**config.mk**
```make
export PLATFORM = sky130hd
export DESIGN_NAME = dest_reg_fwd_pipe
export DESIGN_NICKNAME = d
export VERILOG_FILES = /design/src/rtl/dest_reg_fwd_pipe.sv
export SDC_FILE = /design/constraint.sdc
export NUM_CORES = 1
export LEC_CHECK = 0
export ABC_AREA = 1
export CAP_MARGIN = 20
export CORE_UTILIZATION = 35
export DETAILED_ROUTE_END_ITERATION = 8
export PLACE_DENSITY = 0.74
export SLEW_MARGIN = 30
export SYNTH_ARGS = -nofsm -noshare
export SYNTH_HDL_FRONTEND = slang
export SYNTH_SLANG_ARGS = --single-unit
```
**constraint.sdc**
```tcl
create_clock -name clk -period 1.08 [get_ports clk]
set_input_delay 0.162 -clock clk [delete_from_list [all_inputs] [get_ports clk]]
set_output_delay 0.162 -clock clk [all_outputs]
set_load 0.05 [all_outputs]
```
**src/rtl/dest_reg_fwd_pipe.sv**
```systemverilog
// Destination-register select and DEPTH-stage dest/write-enable tracking with EX forwarding selects.
// Optional load-use hazard detection is enabled by defining FWD_LOAD_USE_DETECT_EN.
module dest_reg_fwd_pipe #(
  parameter int REG_AW   = 5,
  parameter int DEPTH    = 3,
  parameter int LINK_REG = 31,
  parameter int SEL_W    = 2
) (
  input  logic              clk,
  input  logic              rst_n,
  input  logic              id_valid,
  input  logic [1:0]        dst_sel,
  input  logic [REG_AW-1:0] id_rt,
  input  logic [REG_AW-1:0] id_rd,
  input  logic              stall,
  input  logic              flush,
  input  logic [REG_AW-1:0] ex_rs,
  input  logic [REG_AW-1:0] ex_rt,
`ifdef FWD_LOAD_USE_DETECT_EN
  input  logic              id_is_load,
  input  logic [REG_AW-1:0] id_rs,
  output logic              hazard,
`endif
  output logic [SEL_W-1:0]  fwd_a,
  output logic [SEL_W-1:0]  fwd_b,
  output logic [REG_AW-1:0] ex_dst,
  output logic [REG_AW-1:0] wb_dst,
  output logic              wb_we
);

  localparam logic [REG_AW-1:0] LINK_DST = REG_AW'(LINK_REG);

  logic [REG_AW-1:0] dst_reg [DEPTH];
  logic              we_reg  [DEPTH];

  logic [REG_AW-1:0] sel_dst;
  logic              bubble;
  logic [REG_AW-1:0] dst0_next;
  logic              we0_next;

  // pick_x[k] is the select for the youngest matching stage at or above k
  logic [SEL_W-1:0]  pick_a [1:DEPTH];
  logic [SEL_W-1:0]  pick_b [1:DEPTH];

  always_comb begin
    sel_dst = '0;
    case (dst_sel)
      2'b00:   sel_dst = id_rd;
      2'b01:   sel_dst = id_rt;
      2'b10:   sel_dst = LINK_DST;
      default: sel_dst = '0;
    endcase
    bubble    = stall || flush || !id_valid;
    dst0_next = bubble ? '0 : sel_dst;
    we0_next  = !bubble && (dst_sel != 2'b11) && (sel_dst != '0);
  end

  always_ff @(posedge clk or negedge rst_n) begin
    if (!rst_n) begin
      dst_reg[0] <= '0;
      we_reg[0]  <= 1'b0;
    end else begin
      dst_reg[0] <= dst0_next;
      we_reg[0]  <= we0_next;
    end
  end

  assign pick_a[DEPTH] = '0;
  assign pick_b[DEPTH] = '0;

  genvar gi;
  generate
    for (gi = 1; gi < DEPTH; gi++) begin : g_stage
      // Stage 1 is where a flushed EX instruction gets killed
      always_ff @(posedge clk or negedge rst_n) begin
        if (!rst_n) begin
          dst_reg[gi] <= '0;
          we_reg[gi]  <= 1'b0;
        end else if ((gi == 1) && flush) begin
          dst_reg[gi] <= '0;
          we_reg[gi]  <= 1'b0;
        end else begin
          dst_reg[gi] <= dst_reg[gi-1];
          we_reg[gi]  <= we_reg[gi-1];
        end
      end

      assign pick_a[gi] = (we_reg[gi] && (ex_rs != '0) && (dst_reg[gi] == ex_rs))
                          ? SEL_W'(gi) : pick_a[gi+1];
      assign pick_b[gi] = (we_reg[gi] && (ex_rt != '0) && (dst_reg[gi] == ex_rt))
                          ? SEL_W'(gi) : pick_b[gi+1];
    end
  endgenerate

  assign fwd_a  = pick_a[1];
  assign fwd_b  = pick_b[1];
  assign ex_dst = dst_reg[0];
  assign wb_dst = dst_reg[DEPTH-1];
  assign wb_we  = we_reg[DEPTH-1];

`ifdef FWD_LOAD_USE_DETECT_EN
  logic ld_reg;

  always_ff @(posedge clk or negedge rst_n) begin
    if (!rst_n) begin
      ld_reg <= 1'b0;
    end else begin
      ld_reg <= !bubble && id_is_load;
    end
  end

  // A load in EX whose result the ID instruction needs cannot be forwarded in time
  assign hazard = ld_reg && we_reg[0] && (dst_reg[0] != '0) &&
                  ((dst_reg[0] == id_rs) || (dst_reg[0] == id_rt));
`endif

endmodule

```
# Word level (Yosys, flattened, before mapping)
# Index checks and enable logic that the tools add are counted.
[word_totals] inputBits=27 reg_bits=18 out_inout_bits=15 word_cells=39
[classes] n_eq_ne=7 n_mux=8 reduce_logical=18
[ops] cell="$eq 5x5->1" count=4
[ops] cell="$pmux 5 s3" count=1
[ops] cell="$reduce_bool 5->1" count=3
[ops] cell="$logic_and 1x1->1" count=10
[ops] cell="$mux 5" count=2
[ops] cell="$mux 2" count=4
[ops] cell="$eq 2x1->1 const B" count=1
[ops] cell="$eq 2x2->1 const B" count=1
[ops] cell="$logic_not 1->1" count=2
[ops] cell="$logic_not 2->1" count=1
[ops] cell="$logic_or 1x1->1" count=2
[ops] cell="$ne 2x2->1 const B" count=1
[ops] cell="$mux 1" count=1

# Depth between registers and ports, before layout
# Gate-level depths: netlist of the first run.
[depth] ltp_word=5 mapped_depth=8 depth_no_buf=8

# Least setup slack after synthesis of the first run
# Ideal clock, no wire load.
[synth_timing] path_type="register to output" startpoint="reg we_reg (netlist bit wb_we)" endpoint="out fwd_a[1]" n_path_buf=0 arrival_ps=1668 required_time_ps=918 stages_incl_launch_ff=7 slack_ps=-750 cell_sequence="dfrtp_1 > inv_1 > a21oi_1 > nand2_1 > nor2_1 > nand2_1 > nor2_1"
[synth_via] elab_chain_cells=4
[synth_rtl] element="start, declared" line_no="34" rtl="logic we_reg [DEPTH];"
[synth_rtl] element="start signal, assigned by index" line_no="84" rtl="we_reg[gi] <= we_reg[gi-1];"
[synth_rtl] element="$logic_and 1x1->1 (2 in a row)" line_no="88" rtl="assign pick_a[gi] = (we_reg[gi] && (ex_rs != '0) && (dst_reg[gi] == ex_rs))"
[synth_rtl] element="$mux 2 (2 in a row)" line_no="89" rtl="? SEL_W'(gi) : pick_a[gi+1];"
[synth_rtl] element="end, declared" line_no="24" rtl="output logic [SEL_W-1:0] fwd_a,"
# Every way passes these cells.

# Worst setup path in the final report of the first run
[layout_timing] startpoint="reg dst_reg[8] (netlist name)" endpoint="out fwd_a[1]"
[layout_via] elab_chain_cells=3
[layout_rtl] element="start, declared" line_no="33" rtl="logic [REG_AW-1:0] dst_reg [DEPTH];"
[layout_rtl] element="start signal, assigned by index" line_no="83" rtl="dst_reg[gi] <= dst_reg[gi-1];"
[layout_rtl] element="$eq 5x5->1" line_no="88"
[layout_rtl] element="$logic_and 1x1->1" line_no="88"
[layout_rtl] element="$mux 2" line_no="89"
# Every way passes these cells.

==> flow_summary.ini, run 1 <==
[placed_design]
dp_cells = 271
dp_hpwl_mm = 2.257
place_congestion = 1.042
pre_cts_ws_ps = -538.4
port_buffers = 41

[worst_setup_path]
cp_top_family = simple AND/OR/NAND/NOR gates
r2r_end = wb_dst[3]$_DFF_PN0_
end_kind = output port
slowest_stage = dfrtp_1
cp_common_cell = nand2_1
critical_path_peak_fanout = 4
rr_worst_depth = 1
worstSetupStartpointType = flip-flop
path_buf_inv = 2
critPathKind = flip-flop to output port
slowest_delay_ps = 430
cp.required_ps = 920
r2r_start = dst_reg[8]$_DFF_PN0_
crit_chain = inv_1 > nand2_1 > nand2_1 > nor2_1 > nand2_1 > nor2_4 > nor2_4 > buf_12
worst_ep_arrival_time_ps = 1460
worstSetupEndpoint = fwd_a[1]
worst-path-stages = 8
cp-startpoint = dst_reg[8]$_DFF_PN0_
reg2reg_slack_ps = 390

[power_and_ir_drop]
swShare_pct = 26.58
seq_power_share_pct = 47.2
power.switching_uw = 398.4
comb_power_share_pct = 26.2
p_int_uw = 1101
ir_drop_v = 0.0006069
power_density_nw_per_um2 = 783.6
power_frac_clock_pct = 26.6
leakage_uw = 0.0009383

[floorplanning]
die_w_um = 59.32
die_h_um = 59.32
core_area_sq_um = 3078
ios = 42
rows = 20
die_area_sq_um = 3518
initial_core_util_pct = 37.36

[synth]
synth_area_sq_um = 1150
synth_commonest_cells = nand2_1, inv_1, nor2_1
synth-edff-count = 0
synth.distinct_cells = 15
synth_area_leaders = dfrtp_1, nand2_1, inv_1
syn-num-nets = 208
synth_ff_type = dfrtp_1
synth.avg_cell_area_sq_um = 6.353
yosys.area.top_type = dfrtp_1
yosysMostFrequentCell = nand2_1
yosysTopAreaCellShare_pct = 39.17
synth-seq-cells = 18
synth_warnings = 0
seq_area_frac_synth_pct = 39.17
async_reset_ff_share_pct = 100.0
postSynthCellCount = 181

[sta]
period_share_pct = 149.8
worstMarginPinSlew_ps = 255.2
hold_violations = 0
rsz0062_at_grt = true
fin_skew_ps = 5.385
period_minus_slack_ps = 1618
slew_headroom_pct = 82.99
fmax_mhz = 617.9
maxSlewViolCount = 0
setup_ws_ps = -538.3
setup_viol = 10

[clock_tree]
clk_path_buf_depth = 2
htree_levels = 1
cts_made_buffers = 3
root_buffer = clkbuf_4
insertion_delay_ps = 280
cts_tree = done
numClockSinks = 18
path_clk_slew_ps = 100

[routing]
vias_per_cell = 4.256
drtIter0Drc = 44
finalWirelength_mm = 2.683
firstDrtPassIters = 4
drc = 0
vias = 1179
wire_per_inst_um = 9.686
ant_nets = 0

[global_routing]
grt_pass1_vias = 1210
antenna_found_initial = 0
grt_first_pass_wirelength_mm = 4.657
grtUsageMet2_pct = 32.74
met1_usage_pct = 18.92
use_met3_pct = 3.493
gr-usage-all-layers_pct = 17.44
grt_max_degree = 19
grt.busiest_layer = met2
gr-total-overflow = 0

[final_layout]
diodes = 0
syn_to_final_growth_pct = 66.38
drive_above_1_share_pct = 23.61
layout.nets = 261
stdcell_count = 277

[worst_hold_path]
hold_class = primary input to asynchronous set/reset pin

[job]
maxCapViolations = 0

[run_status]
violations = setup timing
outcome = finished, violations left
[through the flow]
stage / area, sq um / power [uW] / util (%) / TNS (ps) / hold WS (ps)
finish: 1913 / 1499 / 62.15 / -2556 / 193.3
global route: 1913 / 1589 / 62.15 / -3270 / 199.0
CTS: 1891 / 1510 / 61.42 / -2575 / 197.7
detailed placement: 1832 / 1110 / 59.51 / -3480 / 398.6
global placement: 1832 / 1105 / 59.51 / -3343 / 399.1
floorplan: 1179 / 880.5 / - / -612.8 / -133.6
[cells in the final DEF (no fill, tap or decap)]
cell / netlist / routed
a21oi_1: 4 / 2
a21oi_2: 0 / 2
buf_12: 0 / 15
buf_4: 10 / 11
buf_6: 0 / 6
clkbuf_4: 0 / 3
clkbuf_8: 0 / 1
clkdlybuf4s50_1: 0 / 23
dfrtp_1: 18 / 15
dfrtp_2: 0 / 3
dlygate4sd2_1: 0 / 3
inv_1: 31 / 27
inv_2: 2 / 6
nand2_1: 72 / 71
nand2_2: 0 / 1
nand3_1: 3 / 3
nand4_1: 2 / 2
nor2_1: 28 / 25
nor2_2: 2 / 2
nor2_4: 1 / 4
nor3_1: 2 / 2
o211ai_1: 1 / 1
o21ai_1: 2 / 1
o21ai_2: 0 / 1
xnor2_1: 3 / 3
[area by class of cell]
cell class	count	area, sq um
clock buffer	4	36.28
fill	291	1165
inverter	33	123.9
multi-input combinational	120	536.8
sequential	18	454.2
tap	44	55.05
timing repair buffer	58	706.9
[timing repair]
action	CTS	global route
pin swaps	5	10
buffers inserted	1	4
hold buffers	0	0
endpoints found under the setup margin	11	11
endpoints found under the hold margin	0	0
gates resized for setup	9	11
[power by group through the flow]
| stage | combinational, uW | clock, uW | sequential, uW |
|---|---|---|---|
| 3_3_place_gp | 385 | 0 | 719 |
| 5_1_grt | 432 | 446 | 710 |
| 4_1_cts | 391 | 412 | 707 |
| 2_1_floorplan | 165 | 0 | 715 |
| 3_5_place_dp | 390 | 0 | 720 |
| 6_report | 392 | 399 | 707 |
[cell families after synthesis]
group	count (synthesis)	share of synthesized area [%]
buffers and inverters	43	17.30
flip-flops	18	39.17
AND/OR/NAND/NOR	110	37.98
AO/OA/AOI/OAI	7	3.265
XOR/XNOR	3	2.286
[routing by layer]
metal	vias up	wire, um
li1	624	-
met3	6	177
met2	43	1398
met5	-	0
met1	506	1062
met4	0	44
[worst min path at each step]
stage	slack [ps]	depth (start not counted)	to
5_1_grt	200	2	dst_reg[9]$_DFF_PN0_
6_report	190	2	we_reg[1]$_DFF_PN0_
3_3_place_gp	400	0	wb_dst[0]$_DFF_PN0_
4_1_cts	200	2	ex_dst[2]$_DFF_PN0_
3_5_place_dp	400	0	wb_dst[0]$_DFF_PN0_
2_1_floorplan	-130	0	dst_reg[5]$_DFF_PN0_
(Power assumes the default switching activity.)
==> inputs of run 2 (changes only) <==
Settings changed: CORE_MARGIN from default to 2.
==> flow_summary.ini, run 2 (synthesis results as in run 1) <==
[floorplanning]
ios = 42
die_w_um = 61.32
die_h_um = 61.32
core_area_sq_um = 3078
initial_core_util_pct = 37.36
die_area_sq_um = 3760
rows = 20

[sta]
fmax_mhz = 629.9
maxSlewViolCount = 0
hold_violations = 0
period_share_pct = 147.0
rsz0062_at_grt = true
tns_ps = -2525
setup_ws_ps = -507.6
setup_viol = 10
period_minus_slack_ps = 1588
fin_skew_ps = 6.667
slew_headroom_pct = 81.15
worstMarginPinSlew_ps = 282.2

[placed_design]
port_buffers = 41
place_congestion = 0.9239
dp_cells = 270
dpl_cell_area_sq_um = 1824
pre_cts_ws_ps = -544.3
dp_hpwl_mm = 2.197

[worst_setup_path]
end_kind = output port
cp-startpoint = dst_reg[8]$_DFF_PN0_
worstSetupStartpointType = flip-flop
worstSetupEndpoint = fwd_b[1]
r2r_start = ex_dst[3]$_DFF_PN0_
r2r_end = dst_reg[8]$_DFF_PN0_
cp.required_ps = 920
rr_worst_depth = 3
reg2reg_slack_ps = 340
critical_path_peak_fanout = 4
critPathKind = flip-flop to output port
worst_ep_arrival_time_ps = 1430

[global_routing]
grt_first_pass_wirelength_mm = 4.540
grt_max_degree = 19
antenna_found_initial = 0
gr-total-overflow = 0
grt_pass1_vias = 1115
gr-usage-all-layers_pct = 16.46

[final_layout]
drive_above_1_share_pct = 25.00
layout.nets = 260
diodes = 0
final_common_cell = nand2_1
finish.utilization_pct = 62.15
final_cell_mix = nand2_1, nor2_1, inv_1, clkdlybuf4s50_1, buf_12
syn_to_final_growth_pct = 66.38
regArea_sq_um = 456.7
stdcell_count = 276
n_fill_cell = 280
stdcell_area_sq_um = 1913
multi_input_area_sq_um = 538.0

[clock_tree]
cts_tree = done
numClockSinks = 18
root_buffer = clkbuf_4
htree_levels = 1
postCtsHoldBufs = 0
insertion_delay_ps = 290
cts_made_buffers = 3
clk_path_buf_depth = 2
path_clk_slew_ps = 100

[job]
maxCapViolations = 0

[routing]
vias = 1201
wire_per_inst_um = 9.775
drtIter0Drc = 71
finalWirelength_mm = 2.698
drc = 0
ant_nets = 0
firstDrtPassIters = 4
vias_per_cell = 4.351

[power_and_ir_drop]
power_frac_clock_pct = 26.9
power_density_nw_per_um2 = 783.2
ir_drop_v = 0.0005486
swShare_pct = 26.81
leakage_uw = 0.0009526
p_int_uw = 1097
power.switching_uw = 401.8
seq_power_share_pct = 47.3
comb_power_share_pct = 25.8

[run_status]
violations = setup timing
outcome = finished, violations left

[worst_hold_path]
hold_class = primary input to asynchronous set/reset pin
[run 2: cell count changes in the layout (fill, tap and decap cells not counted)]
cell / previous run / this run
dfrtp_1: 15 / 13
dlygate4sd2_1: 3 / 4
inv_2: 6 / 8
buf_4: 11 / 10
clkdlybuf4s50_1: 23 / 20
nor2_2: 2 / 1
o21ai_1: 1 / 0
inv_1: 27 / 25
o21ai_2: 1 / 2
dlymetal6s2s_1: 0 / 2
dfrtp_2: 3 / 5
nor2_1: 25 / 26
[run 2: timing repair]
action	4_1_cts	5_1_grt
pin swaps	4	0
buffers inserted	3	3
resized for setup	15	11
endpoints found under the setup margin	10	14
[run 2: final cells by class]
| type | count | share of cell area [%] |
|---|---|---|
| clock buffer | 4 | 1.897 |
| inverter | 33 | 6.475 |
| multi-input combinational | 120 | 28.12 |
| sequential | 18 | 23.87 |
| tap | 44 | 2.878 |
| timing repair buffer | 57 | 36.76 |
[run 2: worst min path at each step]
| stage | startpoint | end |
|---|---|---|
| CTS | rst_n | dst_reg[8]$_DFF_PN0_ |
| floorplan | rst_n | dst_reg[5]$_DFF_PN0_ |
| global route | rst_n | dst_reg[8]$_DFF_PN0_ |
| detailed placement | dst_reg[5]$_DFF_PN0_ | wb_dst[0]$_DFF_PN0_ |
| finish | rst_n | ex_dst[3]$_DFF_PN0_ |
| global placement | dst_reg[5]$_DFF_PN0_ | wb_dst[0]$_DFF_PN0_ |
[run 2: power groups by stage]
stage | Combinational, uW | Clock (uW) | Sequential [uW]
2_1_floorplan | 165 | 0 | 715
3_3_place_gp | 382 | 0 | 719
3_5_place_dp | 384 | 0 | 720
4_1_cts | 385 | 419 | 708
5_1_grt | 428 | 454 | 711
6_report | 387 | 403 | 708
[run 2: stage by stage]
stage	power (uW)	hold WS (ps)
finish	1498	190.9
detailed placement	1104	400.4
global placement	1101	401.3
global route	1593	194.0
floorplan	880.5	-133.6
CTS	1512	190.0
[run 2: per-layer routing]
metal	wire, um	global-route usage [%]	vias up
met4	8	5.901	0
li1	-	-	622
met2	1410	29.18	42
met3	200	3.992	2
met1	1079	19.26	535
met5	0	0	-
[run 2: critical path, cell delays in order, from the launching register on]
cell and delay, ps:
dfrtp_1 440, nand2_1 90, nand2_1 50, nor2_1 110, nand2_1 90, nor2_4 150
nor2_4 60, buf_12 140
==> inputs of run 3 (changes only) <==
Settings changed: CORE_UTILIZATION 35 to 44, PLACE_DENSITY 0.74 to 0.88.
==> flow_summary.ini, run 3 (synthesis results as in run 1) <==
[power_and_ir_drop]
ir_drop_v = 0.0008323
power_density_nw_per_um2 = 788.9
leakage_uw = 0.0009319

[global_routing]
grt_pass1_vias = 1112
gr-usage-all-layers_pct = 19.58
antenna_found_initial = 0
grt_first_pass_wirelength_mm = 4.326
grt_max_degree = 19
gr-total-overflow = 0

[sta]
period_minus_slack_ps = 1604
worstMarginPinSlew_ps = 255.3
setup_viol = 10
slew_headroom_pct = 82.98
hold_ws_ps = 198.9
rsz0062_at_grt = true
tns_ps = -2349
maxSlewViolCount = 0
hold_violations = 0
fmax_mhz = 623.5
fin_skew_ps = 2.214
setup_ws_ps = -523.9
period_share_pct = 148.5

[placed_design]
place_congestion = 0.8132
dp_hpwl_mm = 2.212
dpl_cell_area_sq_um = 1814
port_buffers = 41
pre_cts_ws_ps = -562.7

[worst_setup_path]
worst_ep_arrival_time_ps = 1440
end_kind = output port
worstSetupStartpointType = flip-flop
cp.required_ps = 920
critical_path_peak_fanout = 4
critPathKind = flip-flop to output port
rr_worst_depth = 2

[routing]
drtIter0Drc = 10
wire_per_inst_um = 10.11
ant_nets = 0
drc = 0
firstDrtPassIters = 4
vias = 1182
vias_per_cell = 4.529
finalWirelength_mm = 2.639

[floorplanning]
ios = 42
rows = 18
core_area_sq_um = 2477
die_area_sq_um = 3038
initial_core_util_pct = 46.41
die_h_um = 55.12
die_w_um = 55.12

[clock_tree]
cts_made_buffers = 3
insertion_delay_ps = 280
numClockSinks = 18
cts_tree = done
htree_levels = 1
clk_path_buf_depth = 2
root_buffer = clkbuf_4
path_clk_slew_ps = 100

[job]
maxCapViolations = 0

[final_layout]
syn_to_final_growth_pct = 63.98
n_fill_cell = 189
stdcell_area_sq_um = 1886
finish.utilization_pct = 76.11
layout.nets = 259
diodes = 0
final_cell_mix = nand2_1, inv_1, nor2_1, clkdlybuf4s50_1, buf_12
final_common_cell = nand2_1
multi_input_area_sq_um = 550.5
drive_above_1_share_pct = 26.84
regArea_sq_um = 455.4

[run_status]
outcome = finished, violations left
violations = setup timing

[worst_hold_path]
hold_class = primary input to asynchronous set/reset pin
## run 3: cell count changes in the layout (fill, tap and decap cells not counted), moves of 3 or more
cell	before	now
nand2_2	1	6
nand2_1	71	66
nor2_2	1	4
nor2_1	26	23
dlygate4sd2_1	4	8
## run 3: layer usage
layer | vias to the layer above | GRT usage (%) | wire length [um]
met1 | 515 | 19.76 | 1040
met3 | 4 | 3.226 | 143
met5 | - | 0 | 0
met2 | 40 | 40.08 | 1431
li1 | 623 | - | -
met4 | 0 | 5.691 | 24
## run 3: path summary, 6_finish.rpt
check,endpoint,start,slack [ps]
max in group asynchronous,wb_dst[3]$_DFF_PN0_,rst_n,670
setup / recovery,fwd_b[1],wb_dst[1]$_DFF_PN0_,-520
hold reg to reg,wb_we$_DFF_PN0_,we_reg[1]$_DFF_PN0_,420
min in group clk,wb_we$_DFF_PN0_,we_reg[1]$_DFF_PN0_,420
hold / removal,ex_dst[1]$_DFF_PN0_,rst_n,200
setup reg to reg,dst_reg[6]$_DFF_PN0_,ex_dst[1]$_DFF_PN0_,440
## run 3: what timing repair did
item,4_1_cts,5_1_grt
buffers inserted,1,2
hold buffers,0,0
pin swaps,10,12
endpoints found under the setup margin,11,10
gates resized for setup,13,19
## run 3: report_power, final
group	switching (uW)	internal, uW
registers	18.3	690
logic	190	198
clock network	187	205
total	395	1090
## run 3: worst max-delay path, stage by stage (launching register included)
cell	delay [ps]
dfrtp_1	440
xnor2_1	190
nand2_1	70
nor2_1	100
nand2_1	100
nor2_4	130
buf_12	140
## run 3: final cells by class
class / count / area share [%]
Sequential cell: 18 / 24.15
Clock buffer: 4 / 1.924
Multi-Input combinational cell: 120 / 29.20
Inverter: 33 / 6.569
Tap cell: 30 / 1.991
Timing Repair Buffer: 56 / 36.16
## run 3: metrics by stage
| step | power [uW] | cells |
|---|---|---|
| 2_1_floorplan | 880.5 | 181 |
| 3_3_place_gp | 1098 | 257 |
| 3_5_place_dp | 1107 | 257 |
| 4_1_cts | 1488 | 261 |
| 5_1_grt | 1576 | 261 |
| 6_report | 1488 | 261 |
